--- config.mk ---
export PLATFORM = sky130hd
export DESIGN_NAME = hazard_scoreboard_flat
export DESIGN_NICKNAME = d
export VERILOG_FILES = /design/src/rtl/hazard_scoreboard_pkg.sv /design/src/rtl/hazard_scoreboard_if.sv /design/src/rtl/hazard_scoreboard_regs.sv /design/src/rtl/hazard_scoreboard.sv /design/src/flat_wrapper.sv
export SDC_FILE = /design/constraint.sdc
export NUM_CORES = 1
export LEC_CHECK = 0
export BUFFER_PORTS_ARGS = -buffer_cell sky130_fd_sc_hd__buf_2
export CORE_ASPECT_RATIO = 1.4
export CORE_UTILIZATION = 47
export DETAILED_ROUTE_END_ITERATION = 10
export GPL_TIMING_DRIVEN = 0
export HOLD_SLACK_MARGIN = 0.05
export PLACE_DENSITY = 0.77
export SYNTH_ARGS = -nofsm -noshare
export SYNTH_HDL_FRONTEND = slang
export SYNTH_SLANG_ARGS = --single-unit
--- constraint.sdc ---
create_clock -name clk -period 2.3 [get_ports clk]
set_input_delay 0.23 -clock clk [delete_from_list [all_inputs] [get_ports clk]]
set_output_delay 0.23 -clock clk [all_outputs]
set_load 0.05 [all_outputs]
--- src/rtl/hazard_scoreboard_pkg.sv ---
// Shared types for the hazard unit: forwarding select encoding, default
// register count and the register-address type.
package hazard_pkg;

   typedef enum logic [1:0] {
      FWD_RF = 2'b00,
      FWD_W  = 2'b01,
      FWD_M  = 2'b10
   } fwd_sel_e;

   localparam int HZ_NUM_REGS = 32;

   typedef logic [$clog2(HZ_NUM_REGS)-1:0] reg_addr_t;

endpackage

--- src/rtl/hazard_scoreboard_if.sv ---
// Pipeline <-> hazard unit bundle. master = pipeline side, slave = hazard unit.
// Optional perf counters appear only when HAZARD_PERF_EN is defined.
interface hazard_scoreboard_if #(
   parameter int NUM_REGS        = 32,
   parameter int MAX_OUTSTANDING = 4,
   parameter int REG_AW          = $clog2(NUM_REGS),
   parameter int CNT_W           = $clog2(MAX_OUTSTANDING + 1)
);
   logic [REG_AW-1:0]   Rs1D, Rs2D, RdD;
   logic                LongOpD;
   logic [REG_AW-1:0]   Rs1E, Rs2E, RdE;
   logic                LoadE, LongIssueE, PCSrcE;
   logic [REG_AW-1:0]   RdM;
   logic                RegWriteM;
   logic [REG_AW-1:0]   RdW;
   logic                RegWriteW, LongDoneW;
   logic                StallF, StallD, FlushD, FlushE;
   logic [1:0]          ForwardAE, ForwardBE;
   logic [NUM_REGS-1:0] Pending;
   logic [CNT_W-1:0]    Outstanding;
`ifdef HAZARD_PERF_EN
   logic [31:0]         PerfLoadStall, PerfSbStall, PerfFlush;
`endif

   modport master (
      output Rs1D, Rs2D, RdD, LongOpD, Rs1E, Rs2E, RdE, LoadE, LongIssueE, PCSrcE,
             RdM, RegWriteM, RdW, RegWriteW, LongDoneW,
`ifdef HAZARD_PERF_EN
      input  PerfLoadStall, PerfSbStall, PerfFlush,
`endif
      input  StallF, StallD, FlushD, FlushE, ForwardAE, ForwardBE, Pending, Outstanding
   );

   modport slave (
      input  Rs1D, Rs2D, RdD, LongOpD, Rs1E, Rs2E, RdE, LoadE, LongIssueE, PCSrcE,
             RdM, RegWriteM, RdW, RegWriteW, LongDoneW,
`ifdef HAZARD_PERF_EN
      output PerfLoadStall, PerfSbStall, PerfFlush,
`endif
      output StallF, StallD, FlushD, FlushE, ForwardAE, ForwardBE, Pending, Outstanding
   );
endinterface

--- src/rtl/hazard_scoreboard_regs.sv ---
// Register scoreboard for long (MUL/DIV) ops: per-register pending bits,
// outstanding-op counter, and the "effective pending" view used for stalls.
module scoreboard_regs #(
   parameter int NUM_REGS        = 32,
   parameter int MAX_OUTSTANDING = 4,
   parameter int REG_AW          = $clog2(NUM_REGS),
   parameter int CNT_W           = $clog2(MAX_OUTSTANDING + 1)
) (
   input  logic                clk,
   input  logic                rst_n,
   input  logic                i_issue,
   input  logic [REG_AW-1:0]   i_rd_issue,
   input  logic                i_done,
   input  logic [REG_AW-1:0]   i_rd_done,
   output logic [NUM_REGS-1:0] o_pending,
   output logic [NUM_REGS-1:0] o_eff_pend,
   output logic [CNT_W-1:0]    o_outstanding
);
   localparam logic [CNT_W-1:0] MAX_CNT = CNT_W'(MAX_OUTSTANDING);

   logic [NUM_REGS-1:0] r_pending;
   logic [NUM_REGS-1:0] w_pend_nxt;
   logic [NUM_REGS-1:0] w_done_mask;
   logic [CNT_W-1:0]    r_cnt;
   logic                w_set;

   // x0 never becomes pending, so a long op targeting x0 only counts as outstanding
   assign w_set = i_issue && (i_rd_issue != '0);

   // a register finishing this cycle is written on the falling edge, so it is already free
   assign w_done_mask = i_done ? (NUM_REGS'(1) << i_rd_done) : '0;
   assign o_eff_pend  = r_pending & ~w_done_mask;

   // next pending: clear first, then set, so a younger op on the same register wins
   always_comb begin
      w_pend_nxt = r_pending;
      if (i_done) w_pend_nxt[i_rd_done] = 1'b0;
      if (w_set)  w_pend_nxt[i_rd_issue] = 1'b1;
      w_pend_nxt[0] = 1'b0;
   end

   // pending bit register
   always_ff @(posedge clk or negedge rst_n) begin
      if (!rst_n) r_pending <= '0;
      else        r_pending <= w_pend_nxt;
   end

   // outstanding counter, saturating at both ends
   always_ff @(posedge clk or negedge rst_n) begin
      if (!rst_n) r_cnt <= '0;
      else begin
         case ({i_issue, i_done})
            2'b10:   if (r_cnt != MAX_CNT) r_cnt <= r_cnt + CNT_W'(1);
            2'b01:   if (r_cnt != '0)      r_cnt <= r_cnt - CNT_W'(1);
            default: r_cnt <= r_cnt;
         endcase
      end
   end

   assign o_pending     = r_pending;
   assign o_outstanding = r_cnt;

   // pushing past either counter bound means the pipeline broke the protocol
   a_cnt_ovf: assert property (@(posedge clk) disable iff (!rst_n)
      !(i_issue && !i_done && r_cnt == MAX_CNT))
      else $error("scoreboard: long-op issue with counter already at max");
   a_cnt_udf: assert property (@(posedge clk) disable iff (!rst_n)
      !(i_done && !i_issue && r_cnt == '0))
      else $error("scoreboard: long-op completion with no op outstanding");
   a_stray_done: assert property (@(posedge clk) disable iff (!rst_n)
      !(i_done && !r_pending[i_rd_done]))
      else $warning("scoreboard: completion for a register that is not pending");

endmodule

--- src/rtl/hazard_scoreboard.sv ---
// Hazard unit for the 5-stage RV32 pipeline: M/W forwarding, load-use stall,
// branch flush and per-register RAW/WAW/capacity stalls for long ops.
// Optional: define HAZARD_PERF_EN to add load/scoreboard/flush perf counters.
module hazard_scoreboard
   import hazard_pkg::*;
#(
   parameter int NUM_REGS        = HZ_NUM_REGS,
   parameter int MAX_OUTSTANDING = 4,
   parameter int REG_AW          = $clog2(NUM_REGS),
   parameter int CNT_W           = $clog2(MAX_OUTSTANDING + 1)
) (
   input logic                clk,
   input logic                rst_n,
   hazard_scoreboard_if.slave bus
);
   logic [NUM_REGS-1:0] w_pending, w_eff_pend;
   logic [CNT_W-1:0]    w_outstanding;
   logic                w_lw_stall, w_sb_stall, w_full;
   fwd_sel_e            w_fwd_a, w_fwd_b;

   function automatic fwd_sel_e fwd_pick(
      input logic [REG_AW-1:0] rs,
      input logic [REG_AW-1:0] rd_m,
      input logic              we_m,
      input logic [REG_AW-1:0] rd_w,
      input logic              we_w
   );
      if (rs != '0 && we_m && rs == rd_m) return FWD_M;
      if (rs != '0 && we_w && rs == rd_w) return FWD_W;
      return FWD_RF;
   endfunction

   scoreboard_regs #(
      .NUM_REGS        (NUM_REGS),
      .MAX_OUTSTANDING (MAX_OUTSTANDING),
      .REG_AW          (REG_AW),
      .CNT_W           (CNT_W)
   ) u_sb (
      .clk           (clk),
      .rst_n         (rst_n),
      .i_issue       (bus.LongIssueE),
      .i_rd_issue    (bus.RdE),
      .i_done        (bus.LongDoneW),
      .i_rd_done     (bus.RdW),
      .o_pending     (w_pending),
      .o_eff_pend    (w_eff_pend),
      .o_outstanding (w_outstanding)
   );

   assign w_fwd_a = fwd_pick(bus.Rs1E, bus.RdM, bus.RegWriteM, bus.RdW, bus.RegWriteW);
   assign w_fwd_b = fwd_pick(bus.Rs2E, bus.RdM, bus.RegWriteM, bus.RdW, bus.RegWriteW);

   assign w_lw_stall = bus.LoadE && (bus.RdE != '0) &&
                       ((bus.Rs1D == bus.RdE) || (bus.Rs2D == bus.RdE));

   // a completion in the same cycle frees a slot, so it does not block a new long op
   assign w_full = (w_outstanding == CNT_W'(MAX_OUTSTANDING)) && !bus.LongDoneW;

   // eff_pend[0] is always 0, so the RAW terms need no explicit x0 guard
   assign w_sb_stall = w_eff_pend[bus.Rs1D] || w_eff_pend[bus.Rs2D] ||
                       (w_eff_pend[bus.RdD] && bus.RdD != '0) ||
                       (bus.LongOpD && w_full);

   assign bus.StallF      = w_lw_stall | w_sb_stall;
   assign bus.StallD      = w_lw_stall | w_sb_stall;
   assign bus.FlushD      = bus.PCSrcE;
   assign bus.FlushE      = w_lw_stall | w_sb_stall | bus.PCSrcE;
   assign bus.ForwardAE   = w_fwd_a;
   assign bus.ForwardBE   = w_fwd_b;
   assign bus.Pending     = w_pending;
   assign bus.Outstanding = w_outstanding;

`ifdef HAZARD_PERF_EN
   logic [31:0] r_perf_ld, r_perf_sb, r_perf_fl;

   // event counters; wrap naturally at 2^32
   always_ff @(posedge clk or negedge rst_n) begin
      if (!rst_n) begin
         r_perf_ld <= '0;
         r_perf_sb <= '0;
         r_perf_fl <= '0;
      end else begin
         if (w_lw_stall)                r_perf_ld <= r_perf_ld + 32'd1;
         if (w_sb_stall && !w_lw_stall) r_perf_sb <= r_perf_sb + 32'd1;
         if (bus.PCSrcE)                r_perf_fl <= r_perf_fl + 32'd1;
      end
   end

   assign bus.PerfLoadStall = r_perf_ld;
   assign bus.PerfSbStall   = r_perf_sb;
   assign bus.PerfFlush     = r_perf_fl;
`endif

endmodule

--- src/flat_wrapper.sv ---
// flat-port wrapper written by rule: the top's interface ports become plain ports
module hazard_scoreboard_flat import hazard_pkg::*;
#(
   parameter int NUM_REGS        = HZ_NUM_REGS,
   parameter int MAX_OUTSTANDING = 4,
   parameter int REG_AW          = $clog2(NUM_REGS),
   parameter int CNT_W           = $clog2(MAX_OUTSTANDING + 1)
)
  (clk, rst_n, bus_Rs1D, bus_Rs2D, bus_RdD, bus_LongOpD, bus_Rs1E, bus_Rs2E, bus_RdE, bus_LoadE, bus_LongIssueE, bus_PCSrcE, bus_RdM, bus_RegWriteM, bus_RdW, bus_RegWriteW, bus_LongDoneW, bus_StallF, bus_StallD, bus_FlushD, bus_FlushE, bus_ForwardAE, bus_ForwardBE, bus_Pending, bus_Outstanding);
  hazard_scoreboard_if #(.NUM_REGS(NUM_REGS), .MAX_OUTSTANDING(MAX_OUTSTANDING), .REG_AW(REG_AW), .CNT_W(CNT_W)) bus_i ();
  input logic clk;
  input logic rst_n;
  input wire logic [$bits(bus_i.Rs1D)-1:0] bus_Rs1D;
  input wire logic [$bits(bus_i.Rs2D)-1:0] bus_Rs2D;
  input wire logic [$bits(bus_i.RdD)-1:0] bus_RdD;
  input wire logic [$bits(bus_i.LongOpD)-1:0] bus_LongOpD;
  input wire logic [$bits(bus_i.Rs1E)-1:0] bus_Rs1E;
  input wire logic [$bits(bus_i.Rs2E)-1:0] bus_Rs2E;
  input wire logic [$bits(bus_i.RdE)-1:0] bus_RdE;
  input wire logic [$bits(bus_i.LoadE)-1:0] bus_LoadE;
  input wire logic [$bits(bus_i.LongIssueE)-1:0] bus_LongIssueE;
  input wire logic [$bits(bus_i.PCSrcE)-1:0] bus_PCSrcE;
  input wire logic [$bits(bus_i.RdM)-1:0] bus_RdM;
  input wire logic [$bits(bus_i.RegWriteM)-1:0] bus_RegWriteM;
  input wire logic [$bits(bus_i.RdW)-1:0] bus_RdW;
  input wire logic [$bits(bus_i.RegWriteW)-1:0] bus_RegWriteW;
  input wire logic [$bits(bus_i.LongDoneW)-1:0] bus_LongDoneW;
  output wire logic [$bits(bus_i.StallF)-1:0] bus_StallF;
  output wire logic [$bits(bus_i.StallD)-1:0] bus_StallD;
  output wire logic [$bits(bus_i.FlushD)-1:0] bus_FlushD;
  output wire logic [$bits(bus_i.FlushE)-1:0] bus_FlushE;
  output wire logic [$bits(bus_i.ForwardAE)-1:0] bus_ForwardAE;
  output wire logic [$bits(bus_i.ForwardBE)-1:0] bus_ForwardBE;
  output wire logic [$bits(bus_i.Pending)-1:0] bus_Pending;
  output wire logic [$bits(bus_i.Outstanding)-1:0] bus_Outstanding;
  assign bus_i.Rs1D = bus_Rs1D;
  assign bus_i.Rs2D = bus_Rs2D;
  assign bus_i.RdD = bus_RdD;
  assign bus_i.LongOpD = bus_LongOpD;
  assign bus_i.Rs1E = bus_Rs1E;
  assign bus_i.Rs2E = bus_Rs2E;
  assign bus_i.RdE = bus_RdE;
  assign bus_i.LoadE = bus_LoadE;
  assign bus_i.LongIssueE = bus_LongIssueE;
  assign bus_i.PCSrcE = bus_PCSrcE;
  assign bus_i.RdM = bus_RdM;
  assign bus_i.RegWriteM = bus_RegWriteM;
  assign bus_i.RdW = bus_RdW;
  assign bus_i.RegWriteW = bus_RegWriteW;
  assign bus_i.LongDoneW = bus_LongDoneW;
  assign bus_StallF = bus_i.StallF;
  assign bus_StallD = bus_i.StallD;
  assign bus_FlushD = bus_i.FlushD;
  assign bus_FlushE = bus_i.FlushE;
  assign bus_ForwardAE = bus_i.ForwardAE;
  assign bus_ForwardBE = bus_i.ForwardBE;
  assign bus_Pending = bus_i.Pending;
  assign bus_Outstanding = bus_i.Outstanding;
  hazard_scoreboard #(.NUM_REGS(NUM_REGS), .MAX_OUTSTANDING(MAX_OUTSTANDING), .REG_AW(REG_AW), .CNT_W(CNT_W)) u_core (.clk(clk), .rst_n(rst_n), .bus(bus_i));
endmodule
### Word level (Yosys, flattened, before mapping)

Index checks and enable logic that the tools add are counted.
W data, S select, Z words.

* register bits: 34
* bits in latches: 0
* RAM bits: 0
* ROM bits: 0
* input bits: 49
* word-level logic and storage cells: 89
* memories kept: 0

* add/subtract/negate cells: 2
* multiply operators: 0
* div/mod/pow operators: 0
* order comparisons: 7
* equal/unequal tests: 12
* shift operators: 1
* mux-type cells: 30
* bitwise operators: 7
* reductions and logical operators: 28

Operator list (count)
* $mux W32: 3
* $and A32 B32 Y32: 2
* $not A32 Y32: 2
* $or A32 B32 Y32: 1
* $shl A1 B5 Y32 const A: 1
* $eq A5 B5 Y1: 6
* $lt A5 B6 Y1 const B: 5
* $reduce_bool A5 Y1: 4
* $logic_and A1 B1 Y1: 16
* $mux W2: 8
* $bmux W1 S5: 3
* $mux W1: 11
* $demux W1 S5: 2
* $ge A5 B1 Y1 const B: 2
* $mux W3: 2
* $pmux W3 S2: 1
* $logic_or A1 B1 Y1: 4
* $ne A2 B2 Y1 const B: 2
* $add A3 B1 Y3 const B: 1
* $eq A3 B3 Y1 const B: 1
* $ne A3 B3 Y1 const B: 1
* $reduce_and A3 Y1: 1
* $reduce_bool A3 Y1: 1
* $sub A3 B1 Y3 const B: 1
* 5 further kinds: 6

### Depth between registers and ports, before layout

Gate-level depths: netlist (run 1).

* depth in word-level cells: 11
* depth in mapped cells: 10
* depth with buffers taken out: 7

### Modules after synthesis

A second synthesis (run 1) with hierarchy kept.

* cells, all modules: 308
* area, all modules: 3116.7 um^2

By module, submodules not included
* scoreboard_regs: instances 1, cells an instance 157, area each 1729.2 um^2, sequential area each 850.8 um^2
* hazard_scoreboard: instances 1, cells an instance 151, area each 1387.6 um^2, sequential area each 0.0 um^2

### Worst setup path after synthesis (run 1)

OpenSTA, ideal clock, no wires.

* path kind: input -> output
* from: input port bus_Rs1E[1]
* to: output port bus_ForwardAE[0]
* data arrival time: 2.704 ns
* setup slack: -0.634 ns
* stages on the path: 4
* buffers on the path: 0
* path through: or4_1 -> nor2_1 -> nor4_1 -> nor4_1

* cells in the longest elaborated chain, start to end: 7
* elaborated cells between the ends (all ways): 13
* those cells by class: 2 x eq/ne; 6 x mux; 5 x reduce/logical

Ends and longest elaborated chain
* from (decl): RTL line flat_wrapper.sv:17 `input wire logic [$bits(bus_i.Rs1E)-1:0] bus_Rs1E;`
* $reduce_bool A5 Y1: RTL line hazard_scoreboard.sv:28, hazard_scoreboard.sv:29
* $logic_and A1 B1 Y1 (2 in series): RTL line hazard_scoreboard.sv:29 `if (rs != '0 && we_w && rs == rd_w) return FWD_W;`
* $mux W1 (2 in series): RTL line hazard_scoreboard.sv:29
* $mux W2: RTL line hazard_scoreboard.sv:30 `return FWD_RF;`
* $mux W2 *: RTL line hazard_scoreboard.sv:29
* to (decl): RTL line flat_wrapper.sv:32 `output wire logic [$bits(bus_i.ForwardAE)-1:0] bus_ForwardAE;`

Every way passes the cells marked *; elsewhere a longest branch is shown, timed or not. The select of a mux whose other input is x is not followed.

### Worst setup path in the final report (run 1)

* from: input port bus_RdW[3]
* to: output port bus_StallF

* cells in the longest elaborated chain, start to end: 10
* elaborated cells between the ends (all ways): 15
* those cells by class: 1 x shift; 7 x mux; 3 x bitwise; 4 x reduce/logical

Ends and longest elaborated chain
* from (decl): RTL line flat_wrapper.sv:25 `input wire logic [$bits(bus_i.RdW)-1:0] bus_RdW;`
* $shl A1 B5 Y32 *: RTL line hazard_scoreboard_regs.sv:31 `assign w_done_mask = i_done ? (NUM_REGS'(1) << i_rd_done) : '0;`
* $mux W32 *: RTL line hazard_scoreboard_regs.sv:31
* $not A32 Y32 *: RTL line hazard_scoreboard_regs.sv:32 `assign o_eff_pend = r_pending & ~w_done_mask;`
* $and A32 B32 Y32 *: RTL line hazard_scoreboard_regs.sv:32
* $bmux W1 S5 (on tied branches): RTL line hazard_scoreboard.sv:60, hazard_scoreboard.sv:61
* $mux W1 (on tied branches): RTL line hazard_scoreboard.sv:60, hazard_scoreboard.sv:61
* $logic_or A1 B1 Y1 / $logic_and A1 B1 Y1 (equally long branches): RTL line hazard_scoreboard.sv:60, hazard_scoreboard.sv:61
* $logic_or A1 B1 Y1 *: RTL line hazard_scoreboard.sv:60 `assign w_sb_stall = w_eff_pend[bus.Rs1D] || w_eff_pend[bus.Rs2D] ||`
* $logic_or A1 B1 Y1 *: RTL line hazard_scoreboard.sv:61 `(w_eff_pend[bus.RdD] && bus.RdD != '0) ||`
* $or A1 B1 Y1 *: RTL line hazard_scoreboard.sv:64 `assign bus.StallF = w_lw_stall | w_sb_stall;`
* to (decl): RTL line flat_wrapper.sv:28 `output wire logic [$bits(bus_i.StallF)-1:0] bus_StallF;`

Marked as above.

==> impl_metrics.csv, run 1 <==
group,metric,value,unit
final_layout,nNetsFinal,519,
final_layout,drive_above_1_share,31.7,%
clock_network,clock_sinks,34,
synth,synthesis.nets,429,
final_layout,final_util,63.0,%
timing,finalSetupViolCount,3,
timing,hold_viol,0,
final_layout,area_growth,29.1,%
grt,grt_max_degree,35,
timing,tightest_slew,789,ps
route,drt_iter0_markers,376,
power_and_ir_drop,total_power,3.37,mW
worst_setup_path,start_kind,"input port",
route,route.detailed.vias_per_inst,6.71,
route,drc,0,
synth,seq_area_frac_synth,28.1,%
grt,grt_pass1_wl,18600,um
flow_run,maxCapViolations,0,
route,drtPass1Iterations,5,
timing,rsz0062_at_grt,"true",
synth,ys_types,60,
timing,min_period_over_period,117,%
clock_network,cts-root-buf,"clkbuf_8",
synth,ys.flop_type,"dfrtp_1",
final_layout,fillerInstances,572,
worst_setup_path,crit_type,"in2out",
hold_path,hold_path.class,"in2reg",
clock_network,cts_buffers,5,
place,dpl.hpwl,8880,um
place,place_ws,-731,ps
route,drt_wl_total,12200,um
clock_network,tritoncts,"yes",
clock_network,clk_pin_slew,80,ps
floorplanning,io_pins,92,
floorplanning,fp.dieH,97.0,um
floorplanning,dieArea,0.00678,mm2
floorplanning,coreArea,0.00621,mm2
worst_setup_path,crit_fanout,8,
final_layout,antennaDiodeCount,0,
outcome,outcome,"finished with violations",
floorplanning,start_util,48.8,%
synth,yosysWarnings,0,
clock_network,cts_max_path_buffers,2,
route,vias,3636,
clock_network,h-tree-depth,2,
timing,period_minus_slack,2690,ps
clock_network,clk_latency,290,ps
floorplanning,core.rowCount,34,
synth,syn-instance-count,379,
power_and_ir_drop,p_leak,1.59,nW
power_and_ir_drop,powerDensity,860,mW/mm2
timing,clock.fmax,0.372,GHz
route,drtAntennaViolNets,0,
synth,ys_ff_latch,34,
timing,fin_skew,0.271,ps
synth,synth_edf_count,0,
place,routabilityCongestion,1.05,
floorplanning,die_width,69.9,um
worst_setup_path,critPathCaptureType,"output pin",
synth,async_flop_share,100,%
timing,slew_headroom,47.4,%
route,wire_per_inst,22.5,um
worst_setup_path,crit_required,2070,ps
synth,synth_area,0.00303,mm2
grt,grt-ovfl-total,0,
timing,fin_ws,-387,ps
outcome,violations,"setup timing",
worst_setup_path,worstPathArrival,2460,ps
synth,avgSynthCellArea,8.00,um2
power_and_ir_drop,max-vdd-ir-drop,0.000782,V
grt,antenna_found_initial,0,
grt,grtUsageTotal,35.5,%
grt,grt_pass1_vias,3531,
timing,slew_violations,0,
place,io_buffers,78,
timing,whs,429,ps
==> layout by cell type, fill, tap and decap left out, types with 8 or more instances in the layout <==
cell / n
buf_2: 76
o21ai_0: 50
dfrtp_1: 34
nor2_1: 29
nand2_1: 22
o211ai_1: 19
xnor2_1: 16
xor2_1: 15
o21ai_2: 12
nand4_1: 11
clkbuf_1: 11
inv_1: 10
buf_4: 9
nor3_1: 8
==> stage by stage <==
step	std cells	TNS, ps	cell area [um2]
after CTS	539	-927	3830
after global placement	529	-1930	3570
after floorplan	379	-598	3090
after global routing	542	-1250	3920
final	542	-1040	3920
after detailed placement	529	-1970	3570
==> where the power goes <==
group | switching (mW) | internal, mW | leakage (nW)
sequential | 0.151 | 0.750 | 0.415
clock | 0.269 | 0.435 | 0.0683
combinational | 1.27 | 0.498 | 1.11
total | 1.68 | 1.68 | 1.59
==> cell families after synthesis <==
kind of cell,share of synthesized area (%)
mux,3.42
buf+inv,6.15
flops,28.1
xor+xnor,8.95
compound gates,29.1
fa+ha+maj,0.660
simple gates,23.5
other cells,0.124
==> sequential cells by signal (all words and copies together), names as in the netlist <==
register and cells:
u_core.u_sb.o_pending 31, u_core.u_sb.o_outstanding 3
==> layer usage <==
layer / vias up / share of wire (%) / GRT usage, %
li1: 1616 / - / -
met1: 1721 / 37 / 42.1
met2: 239 / 49 / 61.5
met3: 60 / 7.9 / 4.48
met4: 0 / 5.8 / 18.9
met5: - / 0 / 0
==> path summary, 6_finish.rpt <==
check	startpoint	slack [ps]	end	cells after the start
hold reg to reg	u_core.u_sb.o_pending[5]	560	u_core.u_sb.o_pending[5]	2
min in group asynchronous	rst_n	560	u_core.u_sb.o_pending[15]	2
max in group asynchronous	rst_n	1230	u_core.u_sb.o_pending[16]	2
setup reg to reg	u_core.u_sb.o_outstanding[0]	570	u_core.u_sb.o_outstanding[2]	5
setup / recovery	bus_RdW[3]	-390	bus_StallF	10
hold / removal	bus_RdW[0]	430	u_core.u_sb.o_pending[5]	4
==> final cells by class <==
cell class / instances / area [um2] / area share (%)
clock inverter: 3 / 68.8 / 1.76
timing repair buffer: 83 / 449 / 11.5
inverter: 11 / 42.5 / 1.09
clock buffer: 5 / 68.8 / 1.76
tap: 72 / 90.1 / 2.30
multi-input combinational: 304 / 2150 / 54.9
buffer: 30 / 196 / 5.02
sequential: 34 / 851 / 21.7
==> critical path, stage by stage <==
cell,delay (ps)
buf_12,110
or4b_4,610
o21ai_4,260
o31ai_1,110
o21ai_1,170
o211ai_1,140
nor4b_4,410
nand3_2,140
buf_6,140
buf_8,140
==> cell usage after synthesis (all sizes together) (3+ instances only) <==
cell type | number | area share (%)
buf | 12 | 2.6
a211oi | 5 | 1.4
dfrtp | 34 | 28
o2111ai | 6 | 1.7
nand2 | 22 | 2.7
inv | 10 | 1.2
o211ai | 19 | 4.7
nor4 | 6 | 1.2
or3b | 3 | 0.87
nor2 | 29 | 3.6
nor2b | 4 | 0.82
nor3 | 9 | 1.5
nand4b | 5 | 1.9
xor2 | 15 | 4.3
nand3 | 7 | 1.2
o221ai | 5 | 1.4
nand4bb | 3 | 1.1
nand3b | 5 | 1.2
nand2b | 4 | 0.82
clkbuf | 18 | 2.2
nand4 | 11 | 2.3
a22oi | 3 | 0.74
or4 | 3 | 0.74
or3 | 3 | 0.62
or2 | 4 | 0.83
xnor2 | 16 | 4.6
a21oi | 7 | 1.2
mux2i | 7 | 2.3
a31oi | 3 | 0.62
o31ai | 3 | 0.74
o21ai | 72 | 13
==> what timing repair did <==
item                                    in CTS  in global routing
gates resized for setup                     39                 18
hold endpoints to repair                    16                  0
pin swaps                                    8                  3
hold buffers                                 1                  0
setup buffers                                1                  3
endpoints found under the setup margin       3                  3
(Power assumes the default switching activity.)
==> inputs of run 2 (changes only) <==
--- a/config.mk
+++ b/config.mk
@@ -7,11 +7,11 @@
 export LEC_CHECK = 0
 export BUFFER_PORTS_ARGS = -buffer_cell sky130_fd_sc_hd__buf_2
 export CORE_ASPECT_RATIO = 1.4
-export CORE_UTILIZATION = 47
+export CORE_UTILIZATION = 53
 export DETAILED_ROUTE_END_ITERATION = 10
 export GPL_TIMING_DRIVEN = 0
 export HOLD_SLACK_MARGIN = 0.05
-export PLACE_DENSITY = 0.77
+export PLACE_DENSITY = 0.82
 export SYNTH_ARGS = -nofsm -noshare
 export SYNTH_HDL_FRONTEND = slang
 export SYNTH_SLANG_ARGS = --single-unit
==> constraint.sdc (replaced) <==
create_clock -name clk -period 2.9 [get_ports clk]
set_input_delay 0.29 -clock clk [delete_from_list [all_inputs] [get_ports clk]]
set_output_delay 0.29 -clock clk [all_outputs]
set_load 0.05 [all_outputs]
==> run 2 against run 1 <==
Net effect:
- the run now ends clean
- clock skew about the same
- clock power down 20%
- power down 21%
- via count up 1.5%
- register-to-register slack better by 610 ps
- final cell count down 1.3%
- worst hold slack worse by 380 ps
- critical path type unchanged
- critical endpoint unchanged
- largest power group unchanged
==> impl_metrics.csv, run 2 (synthesized netlist as in run 1, its figures left out) <==
group,metric,value,unit
worst_setup_path,cp_cell_sequence,"buf_4 > or4b_4 > o2111ai_2 > o31ai_2 > o21ai_1 > o211ai_1 > nor4b_2 > nand3_2 > buf_4 > buf_6",
timing,min_period_over_period,99.8,%
power_and_ir_drop,p_clk_share,21.3,%
worst_setup_path,crit_path_max_incr_delay,630,ps
power_and_ir_drop,max-vdd-ir-drop,0.000488,V
final_layout,largest_register_ffs,31,
floorplanning,coreArea,0.00553,mm2
final_layout,area_growth,25.0,%
clock_network,cts_buffers,5,
power_and_ir_drop,total_power,2.65,mW
worst_setup_path,crit_fanout,10,
place,dpl.hpwl,8980,um
worst_setup_path,r2r_cells,5,
final_layout,nNetsFinal,516,
grt,grt-ovfl-total,0,
timing,finalSetupViolCount,0,
outcome,outcome,"finished clean",
route,vias,3690,
grt,grt_pass1_vias,3533,
grt,grt_pass1_wl,18000,um
worst_setup_path,r2r_slack,1180,ps
route,drc,0,
clock_network,cts_max_path_buffers,2,
floorplanning,die_width,65.9,um
route,drt_wl_total,12000,um
floorplanning,start_util,54.9,%
grt,antenna_found_initial,0,
power_and_ir_drop,pwr-share-seq,27.1,%
power_and_ir_drop,powerDensity,698,mW/mm2
worst_setup_path,crit_required,2610,ps
power_and_ir_drop,combPwrFrac,51.6,%
clock_network,cts-root-buf,"clkbuf_8",
worst_setup_path,crit_type,"in2out",
route,drtPass1Iterations,6,
timing,rsz0062_at_grt,"true",
clock_network,clk_pin_slew,100,ps
floorplanning,io_pins,92,
clock_network,h-tree-depth,2,
floorplanning,dieArea,0.00603,mm2
worst_setup_path,crit_buf_inv,3,
final_layout,seqCellArea,851,um2
power_and_ir_drop,intPower,1.31,mW
timing,tightest_slew,775,ps
timing,hold_viol,0,
final_layout,final_util,68.6,%
hold_path,hold_path.class,"in2async",
clock_network,clk_latency,310,ps
final_layout,antennaDiodeCount,0,
place,placed_cell_area,0.00353,mm2
final_layout,fin_area,0.00379,mm2
final_layout,layout_common_cells,"buf_2, o21ai_0, dfrtp_1",
worst_setup_path,critical-path-top-delay-family,"simple AND/OR/NAND/NOR gates",
final_layout,drive_above_1_share,29.6,%
timing,period_minus_slack,2890,ps
timing,clock.fmax,0.346,GHz
power_and_ir_drop,sw_frac_of_total,50.7,%
route,wire_per_inst,22.4,um
power_and_ir_drop,switching_power,1.34,mW
place,io_buffers,78,
route,drtAntennaViolNets,0,
floorplanning,fp.dieH,91.5,um
timing,slew_violations,0,
floorplanning,core.rowCount,32,
flow_run,maxCapViolations,0,
final_layout,layout_commonest_cell,"buf_2",
final_layout,multi_input_area,0.00210,mm2
worst_setup_path,cpMaxStageDelayCell,"or4b_4",
route,route.detailed.vias_per_inst,6.90,
route,drt_iter0_markers,389,
timing,fin_skew,0.173,ps
worst_setup_path,reg2reg_to,"u_core.u_sb.o_outstanding[2]",
timing,slew_headroom,48.4,%
grt,grtUsageTotal,40.0,%
worst_setup_path,r2r-start,"u_core.u_sb.o_outstanding[0]",
power_and_ir_drop,p_leak,1.54,nW
grt,grt_max_degree,35,
final_layout,fillerInstances,475,
place,routabilityCongestion,0.988,
worst_setup_path,worstPathArrival,2600,ps
clock_network,postCtsHoldBufs,0,
worst_setup_path,start_kind,"input port",
worst_setup_path,critPathCaptureType,"output pin",
worst_setup_path,cpMostUsedCell,"buf_4",
clock_network,tritoncts,"yes",
clock_network,clock_sinks,34,
## run 2: cell count changes in the layout (fill, tap and decap cells not counted), sizes merged
cell,previous run,this run
buf,93,89
clkbuf,24,26
dlygate4sd3,1,0
## run 2: final cells by class
type | instances | area share [%]
flip-flops and latches | 34 | 22.4
clock buffers | 5 | 1.82
multi-input cells | 304 | 55.5
repair buffers | 80 | 10.9
plain buffers | 30 | 4.13
inverters | 11 | 1.12
clock inverters | 3 | 1.82
well taps | 68 | 2.24
## run 2: timing repair
item | 4_1_cts | 5_1_grt
buffers inserted | 0 | 2
setup endpoints to repair | 3 | 3
gates resized for setup | 8 | 36
pin swaps | 0 | 8
hold endpoints to repair | 0 | 0
## run 2: worst max path at each step
stage	startpoint	endpoint	slack, ps	depth (start not counted)
2_1_floorplan	bus_Rs1E[1]	bus_ForwardAE[0]	-40	4
3_3_place_gp	bus_RdW[0]	bus_StallF	-210	11
3_5_place_dp	bus_RdW[1]	bus_StallF	-250	11
4_1_cts	bus_RdW[0]	bus_StallF	0.2	11
5_1_grt	bus_RdW[4]	bus_StallF	-9	10
6_report	bus_RdW[3]	bus_StallF	6	10
## run 2: layer usage
metal	share of wire [%]	global-route usage (%)	wire length, um
met1	37	46.0	4400
met2	51	70.2	6120
met3	7.6	6.16	913
met4	4.8	18.8	579
met5	0	0	0
## run 2: power groups by stage
stage / logic [mW] / clock network, mW / registers [mW]
after floorplan: 0.507 / 0 / 1.12
after global placement: 1.29 / 0 / 0.704
after detailed placement: 1.30 / 0 / 0.708
after CTS: 1.30 / 0.550 / 0.699
after global routing: 1.44 / 0.568 / 0.730
final: 1.36 / 0.564 / 0.718
## run 2: worst reg2reg max path, cell delays in order, from the launching register on
cell and delay [ps]:
dfrtp_1 460, inv_1 120, fa_1 480, or3_1 330, o2bb2ai_1 140, a21oi_1 80
## run 2: per-stage QoR
step	cells	setup TNS, ps	setup slack, ps	hold WS (ps)
floorplan	379	-36.0	-36.0	-5.59
global placement	525	-443	-215	390
detailed placement	525	-513	-246	402
CTS	533	0	0.184	77.7
global route	535	-9.50	-9.50	121
finish	535	0	5.90	45.2
==> inputs of run 3 (changes only) <==
--- a/config.mk
+++ b/config.mk
@@ -12,6 +12,7 @@
 export GPL_TIMING_DRIVEN = 0
 export HOLD_SLACK_MARGIN = 0.05
 export PLACE_DENSITY = 0.82
+export REMOVE_ABC_BUFFERS = 1
 export SYNTH_ARGS = -nofsm -noshare
 export SYNTH_HDL_FRONTEND = slang
 export SYNTH_SLANG_ARGS = --single-unit
==> run 3 against run 2 <==
Net effect:
- critical path depth shrank 1
- clock-buffer cell count rose by 3
- routed wire length fell by 12%
- clock power down 25%
- global-route usage down 3.7 points
- sequential power decreased by 3%
- fmax up 4.0%
- die area unchanged
- worst hold slack gained 32 ps
- combinational power fell by 6%
- setup slack gained 110 ps
- critical endpoint unchanged
==> impl_metrics.csv, run 3 (synthesized netlist as in run 1, its figures left out) <==
group,metric,value,unit
worst_setup_path,critPathCaptureType,"output pin",
timing,whs,77.5,ps
timing,period_minus_slack,2780,ps
worst_setup_path,cpMostUsedCell,"buf_2",
final_layout,layout_commonest_cell,"buf_2",
worst_setup_path,worstPathArrival,2490,ps
route,route.detailed.vias_per_inst,6.77,
power_and_ir_drop,powerDensity,665,mW/mm2
floorplanning,core.rowCount,32,
final_layout,antennaDiodeCount,0,
clock_network,cts_buffers,5,
floorplanning,coreArea,0.00553,mm2
floorplanning,dieArea,0.00603,mm2
route,drt_iter0_markers,410,
floorplanning,io_pins,92,
worst_setup_path,start_kind,"input port",
grt,grt_max_degree,35,
final_layout,largest_register_ffs,31,
clock_network,clk_latency,290,ps
clock_network,h-tree-depth,2,
power_and_ir_drop,p_leak,1.48,nW
power_and_ir_drop,total_power,2.40,mW
floorplanning,fp.dieH,91.5,um
timing,clock.fmax,0.359,GHz
final_layout,area_growth,18.9,%
timing,slew_headroom,47.2,%
worst_setup_path,cp_cell_sequence,"buf_2 > clkinv_1 > nor3_1 > a22oi_1 > o21ai_0 > o211ai_1 > nor4b_2 > nand3_1 > buf_2",
clock_network,tritoncts,"yes",
hold_path,hold_path.class,"in2async",
timing,min_period_over_period,95.9,%
power_and_ir_drop,max-vdd-ir-drop,0.000489,V
clock_network,cts_max_path_buffers,2,
route,vias,3499,
final_layout,drive_above_1_share,27.8,%
grt,grt_pass1_vias,3266,
route,drtPass1Iterations,5,
route,drt_wl_total,10600,um
place,routabilityCongestion,0.971,
worst_setup_path,crit_type,"in2out",
route,drtAntennaViolNets,0,
grt,grt-ovfl-total,0,
grt,grt_pass1_wl,16400,um
grt,grtUsageTotal,36.4,%
worst_setup_path,cpMaxStageDelayCell,"clkinv_1",
worst_setup_path,crit_path_max_incr_delay,430,ps
outcome,outcome,"finished clean",
clock_network,clock_sinks,34,
floorplanning,start_util,54.9,%
route,drc,0,
worst_setup_path,crit_required,2610,ps
timing,tightest_slew,792,ps
timing,fin_skew,0.347,ps
timing,hold_viol,0,
timing,rsz0062_at_grt,"false",
place,io_buffers,90,
grt,antenna_found_initial,0,
final_layout,layout_common_cells,"buf_2, o21ai_0, dfrtp_1",
clock_network,postCtsHoldBufs,0,
timing,finalSetupViolCount,0,
worst_setup_path,crit_fanout,19,
clock_network,cts-root-buf,"clkbuf_8",
route,wire_per_inst,20.4,um
place,dpl.hpwl,7790,um
clock_network,clk_pin_slew,80,ps
final_layout,nNetsFinal,498,
floorplanning,die_width,65.9,um
timing,slew_violations,0,
flow_run,maxCapViolations,0,
[run 3: final timing paths]
check | start | to | slack, ps | cells past startpoint
min in group clk | bus_LongIssueE | u_core.u_sb.o_outstanding[2] | 340 | 2
max | bus_RdD[0] | bus_StallF | 120 | 9
min | rst_n | u_core.u_sb.o_pending[14] | 80 | 1
max in group asynchronous | rst_n | u_core.u_sb.o_pending[31] | 2310 | 1
max reg2reg | u_core.u_sb.o_outstanding[0] | u_core.u_sb.o_outstanding[2] | 1190 | 5
min reg2reg | u_core.u_sb.o_pending[2] | u_core.u_sb.o_pending[2] | 550 | 2
[run 3: routing by layer]
metal | global-route usage, % | wire length (um)
met5 | 0 | 0
met4 | 18.1 | 433
met3 | 5.65 | 918
met2 | 60.6 | 5320
met1 | 44.2 | 3880
[run 3: cell type report]
type                       count  area, um2
multi-input combinational    304       2050
fill                         496       1920
timing repair buffer          92        468
tap                           68       85.1
sequential                    34        851
clock buffer                   8        110
inverter                      11       45.0
[run 3: metrics by stage]
| stage | TNS (ps) | instances | setup WS, ps | cell area, um2 | util [%] |
|---|---|---|---|---|---|
| 6_report | 0 | 517 | 118 | 3610 | 65.3 |
| 5_1_grt | 0 | 517 | 7.23 | 3610 | 65.3 |
| 4_1_cts | 0 | 515 | 15.2 | 3540 | 64.0 |
| 3_5_place_dp | -417 | 507 | -141 | 3420 | 62.0 |
| 3_3_place_gp | -440 | 507 | -147 | 3420 | 62.0 |
| 2_1_floorplan | -307 | 349 | -154 | 2890 | - |
[run 3: critical path: cells and delay by family]
family                 cells  cell delay [ps]
AND/OR/NAND/NOR            3              830
AO/OA/AOI/OAI              3              360
buffers and inverters      3             1010
[run 3: power breakdown]
part / switching [mW] / total, mW / leakage (nW) / internal [mW]
logic: 0.939 / 1.28 / 1.00 / 0.336
registers: 0.105 / 0.699 / 0.415 / 0.595
clock network: 0.185 / 0.425 / 0.0575 / 0.240
total: 1.23 / 2.40 / 1.48 / 1.17
[run 3: what timing repair did]
| item | in CTS | in global routing |
|---|---|---|
| resized for setup | 2 | 17 |
| setup endpoints to repair | 3 | 3 |
| setup buffers | 0 | 2 |
